--- src/rtl/obd_telemetry_tx.sv ---
// Snapshots vehicle telemetry and sends it as a fixed binary frame over an 8N1 UART line.
// Define OBD_CHECKSUM_EN to append an XOR checksum byte (13-byte frame instead of 12).
module obd_telemetry_tx #(
  parameter int CLK_HZ       = 50_000_000,
  parameter int BAUD         = 115200,
  parameter int PERIOD_TICKS = 1
) (
  input  logic        clk,
  input  logic        rst,
  input  logic        tick_1sec,
  input  logic        req,
  input  logic [3:0]  current_gear,
  input  logic [7:0]  speed,
  input  logic [13:0] rpm,
  input  logic [7:0]  fuel,
  input  logic [7:0]  temp,
  input  logic [31:0] odometer_raw,
  input  logic        ess_trigger,
  output logic        txd,
  output logic        busy,
  output logic [15:0] frame_cnt
);

  // BAUD_DIV must be at least 2 for the bit timer to behave.
  localparam int BAUD_DIV = CLK_HZ / BAUD;
  localparam int CW       = (BAUD_DIV > 1) ? $clog2(BAUD_DIV) : 1;
  localparam logic [CW-1:0] DIV_LAST = CW'(BAUD_DIV - 1);

`ifdef OBD_CHECKSUM_EN
  localparam int NBYTES = 13;
`else
  localparam int NBYTES = 12;
`endif
  localparam logic [3:0] LAST_BYTE   = 4'(NBYTES - 1);
  localparam logic [7:0] PERIOD_LAST = 8'(PERIOD_TICKS - 1);

  typedef enum logic [1:0] {IDLE, START, DATA, STOP} state_t;

  state_t        state, state_nxt;
  logic [CW-1:0] baud_cnt, baud_nxt;
  logic [2:0]    bit_idx, bit_nxt;
  logic [3:0]    byte_idx, byte_nxt;
  logic [7:0]    tick_cnt;
  logic          pending;
  logic          ess_latch;
  logic          auto_trig;
  logic          trig;
  logic          bit_end;
  logic          frame_start;
  logic          txd_nxt;
  logic          busy_nxt;
  logic [7:0]    frame_in [16];
  logic [7:0]    snap     [16];
  logic [7:0]    cur_byte;

  assign auto_trig = tick_1sec && (tick_cnt == PERIOD_LAST);
  assign trig      = auto_trig || req;
  assign bit_end   = (baud_cnt == DIV_LAST);
  assign cur_byte  = snap[byte_idx];

  // Frame image as it would be captured this cycle; slots past NBYTES-1 stay zero.
  always_comb begin
    for (int i = 0; i < 16; i++) frame_in[i] = 8'h00;
    frame_in[0]  = 8'hA5;
    frame_in[1]  = {4'b0000, current_gear};
    frame_in[2]  = speed;
    frame_in[3]  = {2'b00, rpm[13:8]};
    frame_in[4]  = rpm[7:0];
    frame_in[5]  = fuel;
    frame_in[6]  = temp;
    frame_in[7]  = odometer_raw[31:24];
    frame_in[8]  = odometer_raw[23:16];
    frame_in[9]  = odometer_raw[15:8];
    frame_in[10] = odometer_raw[7:0];
    frame_in[11] = {6'b000000, ess_latch | ess_trigger, ess_trigger};
`ifdef OBD_CHECKSUM_EN
    frame_in[12] = 8'h00;
    for (int i = 1; i < 12; i++) frame_in[12] = frame_in[12] ^ frame_in[i];
`endif
  end

  // State and datapath registers
  always_ff @(posedge clk or posedge rst) begin
    if (rst) begin
      state    <= IDLE;
      baud_cnt <= '0;
      bit_idx  <= '0;
      byte_idx <= '0;
      txd      <= 1'b1;
      busy     <= 1'b0;
    end else begin
      state    <= state_nxt;
      baud_cnt <= baud_nxt;
      bit_idx  <= bit_nxt;
      byte_idx <= byte_nxt;
      txd      <= txd_nxt;
      busy     <= busy_nxt;
    end
  end

  // Next-state logic
  always_comb begin
    state_nxt   = state;
    baud_nxt    = baud_cnt;
    bit_nxt     = bit_idx;
    byte_nxt    = byte_idx;
    frame_start = 1'b0;
    case (state)
      IDLE: begin
        if (trig) begin
          frame_start = 1'b1;
          state_nxt   = START;
          baud_nxt    = '0;
          byte_nxt    = '0;
        end
      end
      START: begin
        if (bit_end) begin
          state_nxt = DATA;
          baud_nxt  = '0;
          bit_nxt   = '0;
        end else begin
          baud_nxt = baud_cnt + 1'b1;
        end
      end
      DATA: begin
        if (bit_end) begin
          baud_nxt = '0;
          if (bit_idx == 3'd7) state_nxt = STOP;
          else                 bit_nxt   = bit_idx + 3'd1;
        end else begin
          baud_nxt = baud_cnt + 1'b1;
        end
      end
      STOP: begin
        if (bit_end) begin
          baud_nxt = '0;
          if (byte_idx != LAST_BYTE) begin
            byte_nxt  = byte_idx + 4'd1;
            state_nxt = START;
          end else if (pending || trig) begin
            // Back-to-back frame: no idle bit between frames.
            frame_start = 1'b1;
            byte_nxt    = '0;
            state_nxt   = START;
          end else begin
            state_nxt = IDLE;
          end
        end else begin
          baud_nxt = baud_cnt + 1'b1;
        end
      end
      default: state_nxt = IDLE;
    endcase
  end

  // Output logic, evaluated on the upcoming state so txd/busy come straight from flops
  always_comb begin
    txd_nxt  = 1'b1;
    busy_nxt = (state_nxt != IDLE);
    case (state_nxt)
      START:   txd_nxt = 1'b0;
      DATA:    txd_nxt = cur_byte[bit_nxt];
      default: txd_nxt = 1'b1;
    endcase
  end

  always_ff @(posedge clk or posedge rst) begin
    if (rst) begin
      for (int i = 0; i < 16; i++) snap[i] <= 8'h00;
      frame_cnt <= 16'h0000;
    end else if (frame_start) begin
      for (int i = 0; i < 16; i++) snap[i] <= frame_in[i];
      frame_cnt <= frame_cnt + 16'd1;
    end
  end

  always_ff @(posedge clk or posedge rst) begin
    if (rst) begin
      tick_cnt  <= 8'h00;
      pending   <= 1'b0;
      ess_latch <= 1'b0;
    end else begin
      if (tick_1sec) tick_cnt <= auto_trig ? 8'h00 : tick_cnt + 8'd1;
      // Any number of triggers during a frame collapse into one follow-on frame.
      if (frame_start) pending <= 1'b0;
      else if (trig)   pending <= 1'b1;
      if (frame_start)      ess_latch <= ess_trigger;
      else if (ess_trigger) ess_latch <= 1'b1;
    end
  end

endmodule

--- config.mk ---
export PLATFORM = sky130hd
export DESIGN_NAME = obd_telemetry_tx
export DESIGN_NICKNAME = d
export VERILOG_FILES = /design/src/rtl/obd_telemetry_tx.sv
export SDC_FILE = /design/constraint.sdc
export NUM_CORES = 1
export LEC_CHECK = 0
export ABC_CLOCK_PERIOD_IN_PS = 4100
export CAP_MARGIN = 10
export CORE_MARGIN = 1
export CORE_UTILIZATION = 49
export DETAILED_ROUTE_END_ITERATION = 7
export HOLD_SLACK_MARGIN = 0.1
export PLACE_DENSITY = 0.77
export SYNTH_ARGS = -nofsm -noshare
export SYNTH_HDL_FRONTEND = slang
export SYNTH_SLANG_ARGS = --single-unit
--- constraint.sdc ---
create_clock -name clk -period 4.1 [get_ports clk]
set_input_delay 0.82 -clock clk [delete_from_list [all_inputs] [get_ports clk]]
set_output_delay 0.82 -clock clk [all_outputs]
set_load 0.02 [all_outputs]
* Word level (Yosys, flattened, before mapping)
Index checks and enable logic that the tools add are counted.
Word-level totals: register bits 123, output and inout bits 18
Cells by class: add/subtract/negate cells 5, $lt $le $gt $ge 2, eq/ne operators 11, muxes and demuxes 36, bitwise operators 2, reductions and logical operators 11
Operator list (count):
- $bmux W8 S4 | 1
- $mux W8 | 3
- $mux W9 | 2
- $pmux W9 S2 | 1
- $add A16 B1 Y16 const B | 1
- $mux W4 | 4
- $mux W1 | 11
- $mux W2 | 5
- $add A9 B1 Y9 const B | 1
- $eq A9 B9 Y1 const B | 1
- $mux W3 | 3
- $add A8 B1 Y8 const B | 1
- $logic_not A8 Y1 | 1
- $pmux W2 S4 | 1
- $pmux W4 S2 | 1
- $reduce_bool A2 Y1 | 4
- $eq A2 B2 Y1 const B | 3
- $pmux W3 S2 | 1
- $ge A5 B5 Y1 const B | 1
- $not A4 Y5 | 1
- $add A4 B1 Y4 const B | 1
- $eq A2 B1 Y1 const B | 2
- $lt A3 B4 Y1 const B | 1
- $ne A2 B2 Y1 const B | 2
- 12 further kinds | 14

* Logic depth before layout (Yosys ltp)
depth after elaboration 10, mapped depth 11, mapped depth without buffers 9

* Worst setup path after synthesis
No wires, ideal clock.
kind input to register, from input port tick_1sec, to register frame_cnt[4], arrival 2.572 ns, data required time 3.970 ns, slack 1.398 ns, cell stages on the path 8, buffers on the path 1, cells stage by stage nor4b_1 > nand2_1 > nand2b_1 > o2111ai_1 > a21oi_1 > buf_2 > nand4_1 > xnor2_1
Between the ends: cells in the longest elaborated chain, start to end 7, elaborated cells on any way between the ends 8, classes of those cells mux (5); reduce/logical (3)
RTL lines:
- start, declared | line 10 | input logic tick_1sec,
- $logic_and A1 B1 Y1 * | line 56 | assign auto_trig = tick_1sec && (tick_cnt == PERIOD_LAST);
- $logic_or A1 B1 Y1 * | line 57 | assign trig = auto_trig || req;
- $logic_or A1 B1 Y1 | line 141 | end else if (pending || trig) begin
- $mux W1 | line 141
- $mux W1 | line 138 | if (byte_idx != LAST_BYTE) begin
- $mux W1 | line 136 | if (bit_end) begin
- $pmux W1 S2 * | line 108 | case (state)
- end signal, assigned | line 174 | frame_cnt <= frame_cnt + 16'd1;
- end, declared | line 21 | output logic [15:0] frame_cnt
Mark *: on every way between the ends. The rest lies on a longest branch, timed or not. A chain may end at the register's enable or synchronous reset.

* Worst setup path after layout
from input port tick_1sec, to register snap[33] in the netlist's numbering
Between the ends: cells in the longest elaborated chain, start to end 7, elaborated cells on any way between the ends 8, classes of those cells mux (5); reduce/logical (3)
RTL lines:
- $logic_and A1 B1 Y1 * | line 56
- $logic_or A1 B1 Y1 * | line 57
- $logic_or A1 B1 Y1 | line 141
- $mux W1 | line 141
- $mux W1 | line 138
- $mux W1 | line 136
- $pmux W1 S2 * | line 108
- end, declared | line 53 | logic [7:0] snap [16];
Marks and branches as above.

==> results.toml <==
[critical_path]
r2r_end = "snap[33]$_DFFE_PP0P_"
path_buf_inv = 2
crit_path_frequent_cell = "nand2_1"
arrival_ps = 3810
setup.worst_path.start_class = "primary input"
crit_type = "in -> reg"
timing.reg2reg.setup_slack_ps = 960
path_cells = "clkdlybuf4s50_1 > nor4b_1 > nand2_1 > nand2b_1 > o2111ai_1 > a21oi_4 > buf_12 > o21ai_0 > nand2_1"
cpPeakStageDelay_ps = 720
required_ps = 4460
path_max_fanout = 66
crit_path_end_kind = "flip-flop"
r2r_cells = 10
cp_slowest_cell = "nor4b_1"
critPathTopFamily = "simple AND/OR/NAND/NOR gates"
cp.depth = 9
reg2reg_from = "tick_cnt[0]$_DFFE_PP0P_"

[clock_tree]
clkSlewWorstSetupHoldPaths_ps = 50
post_cts_buffers = 0
htree_levels = 4
numCtsBuffers = 17
tritoncts = "built"
clock-sinks = 123
cts_hold_buf = 0
cts-resized-gates = 0
root_buffer = "clkbuf_16"
cts_buffer_depth = 2
clock_latency_ps = 430

[drt]
wl_met2_um = 6780
postRouteAntennaNets = 0
first_pass_iters = 5
dr_total_vias = 4990
dr.max_layer_used = "met4"
dr.first_iter.drc_count = 334
wl_met3_um = 796
vias_per_cell = 5.46
drc_errors = 0
routed_wl_um = 14200
wl_per_cell_um = 15.6
wl_met1_um = 6340

[power]
seqPwrFrac_pct = 39.0
p_clk_share_pct = 29.7
powerDensity_mw_per_mm2 = 645
netSwitchingFraction_pct = 35.6
power_switching_mw = 1.78
leakagePower_nw = 3.64
ir_worst_vdd_v = 0.000393
power.internal_mw = 3.22
p_comb_share_pct = 31.3

[placement]
gp_congestion = 0.836
io_buffers = 96
hpwl_um = 9650

[min_path]
worstHoldPathType = "reg -> reg"
hold_path_end = "snap[33]$_DFFE_PP0P_"
min_from = "snap[33]$_DFFE_PP0P_"
holdPathStages = 2

[job]
cap_violations = 0

[cells_and_area]
fin_util_pct = 64.5
nFillCells = 940
final_layout_size_suffix_gt1_share_pct = 9.13
num_antenna_cells = 0
areaGrowthSynthToFinish_pct = 27.9
final_nets = 845

[die]
fp.coreArea_sq_mm = 0.0120
die_area_sq_mm = 0.0128
initial_utilization_pct = 50.4
die_w_um = 113
die_h_um = 113
io_pins = 97
rows = 40

[global_route]
grt_max_degree = 67
overflow = 0
grt_first_pass_wirelength_um = 23800
grt_pass1_vias = 4884
antenna_found_initial = 0
grt_usage_pct = 24.1

[sta]
slew_headroom_pct = 38.3
rsz0062_at_grt = "no"
final.period_utilization_pct = 84.0
period_needed_ps = 3440
hold_viol = 0
timing.fmax_mhz = 290
clock_skew_ps = 5.26
finalSetupViolations = 0
drv_slew = 0
tightest_slew_ps = 913
fin_tns_setup_ps = 0

[synth]
syn-num-nets = 755
netlist_area_sq_mm = 0.00606
synth-edff-count = 0
netlist.area_leader.share_pct = 50.4
synth_seq_area_share_pct = 50.8
synthFlopType = "dfrtp_1"
yosys_warnings = 0
synth_area_leaders = "dfrtp_1, nand2_1, mux4_2, o21ai_0, ha_1"
syn_area_per_cell_sq_um = 9.12
synth_cell_types = 60
synth_area_leader_cell = "dfrtp_1"
async_reset_ff_share_pct = 100
ys_ff_latch = 123
syn_inst = 664

[run_status]
status = "finished clean"
[flip-flops by register name (all words and copies together) (netlist names)]
| register | cells |
|---|---|
| ess_latch | 1 |
| snap | 77 |
| tick_cnt | 8 |
| bit_idx | 3 |
| busy | 1 |
| byte_idx | 4 |
| baud_cnt | 9 |
| txd | 1 |
| frame_cnt | 16 |
| state | 2 |
| pending | 1 |
[per-stage QoR]
stage	setup slack (ps)	hold WS, ps	power [mW]	instance area (sq um)	cells
floorplan	10.8	434	3.00	6060	664
global placement	492	452	3.42	7170	882
detailed placement	315	455	3.51	7170	882
CTS	692	467	5.03	7750	914
global route	428	493	5.33	7750	914
finish	655	463	5.00	7750	914
[routing by layer]
layer	vias up	GRT usage (%)
li1	2410	-
met1	2401	30.9
met2	152	37.9
met3	27	7.45
met4	0	10.2
met5	-	0
[cell type report]
| type | count | area [sq um] | share of cell area (%) |
|---|---|---|---|
| flip-flops and latches | 123 | 3080 | 39.7 |
| multi-input cells | 488 | 2780 | 35.9 |
| repair buffers | 104 | 1050 | 13.5 |
| clock inverters | 13 | 141 | 1.82 |
| clock buffers | 19 | 443 | 5.72 |
| well taps | 147 | 184 | 2.37 |
| inverters | 20 | 77.6 | 1.00 |
[worst reg2reg max path: stages (launching register included)]
cell and delay (ps):
dfrtp_1 410, inv_1 110, ha_1 150, nor4b_1 740, nand2_1 230, nand2b_1 170
o2111ai_1 190, a21oi_4 500, buf_12 320, o21ai_0 170, nand2_1 80
[power by group through the flow]
stage                     Combinational [mW]  Clock (mW)  Sequential, mW
after floorplan                         1.09           0            1.91
after global placement                  1.49           0            1.93
after detailed placement                1.56           0            1.95
after CTS                               1.58        1.51            1.94
after global routing                    1.77        1.56            2.00
final                                   1.57        1.48            1.95
[logic make-up after synthesis]
family	count (synthesis)	share of synthesized area, %
buffers and inverters	53	3.49
XOR/XNOR	21	3.04
AND/OR/NAND/NOR	345	24.4
multiplexers	25	6.11
adder cells (fa/ha/maj)	12	2.48
AO/OA/AOI/OAI	85	9.63
flip-flops	123	50.8
[cell usage after synthesis, drive strengths merged, types with 6 or more instances]
cell    instances
nand4          10
a21oi          13
and3            9
xnor2          15
clkbuf         26
mux4            9
inv            19
nand3          17
o21ai          31
dfrtp         122
nor2           17
ha             12
xor2            6
buf             7
mux2            6
nand2         260
mux2i          10
[worst max path at each step]
stage | startpoint | endpoint | slack, ps
after detailed placement | tick_1sec | snap[33]$_DFFE_PP0P_ | 320
after global routing | tick_1sec | snap[33]$_DFFE_PP0P_ | 430
after global placement | tick_1sec | snap[33]$_DFFE_PP0P_ | 490
after CTS | tick_1sec | snap[33]$_DFFE_PP0P_ | 690
final | tick_1sec | snap[33]$_DFFE_PP0P_ | 660
after floorplan | rst | baud_cnt[0]$_DFFE_PP0N_ | 10
[cells in the final DEF, fill, tap and decap left out, types with 9 or more instances in the layout]
| master | Yosys | routed |
|---|---|---|
| nand3_1 | 17 | 17 |
| and3_1 | 9 | 9 |
| clkdlybuf4s50_1 | 0 | 96 |
| mux2i_1 | 10 | 10 |
| a21oi_1 | 13 | 12 |
| o21ai_0 | 31 | 31 |
| ha_1 | 12 | 12 |
| clkbuf_16 | 0 | 17 |
| inv_1 | 19 | 18 |
| dfrtp_1 | 122 | 122 |
| mux4_2 | 9 | 9 |
| nand2_1 | 260 | 260 |
| nor2_1 | 16 | 16 |
| xnor2_1 | 15 | 15 |
| nand4_1 | 10 | 10 |
No activity file was read; power rests on OpenSTA's default activity.
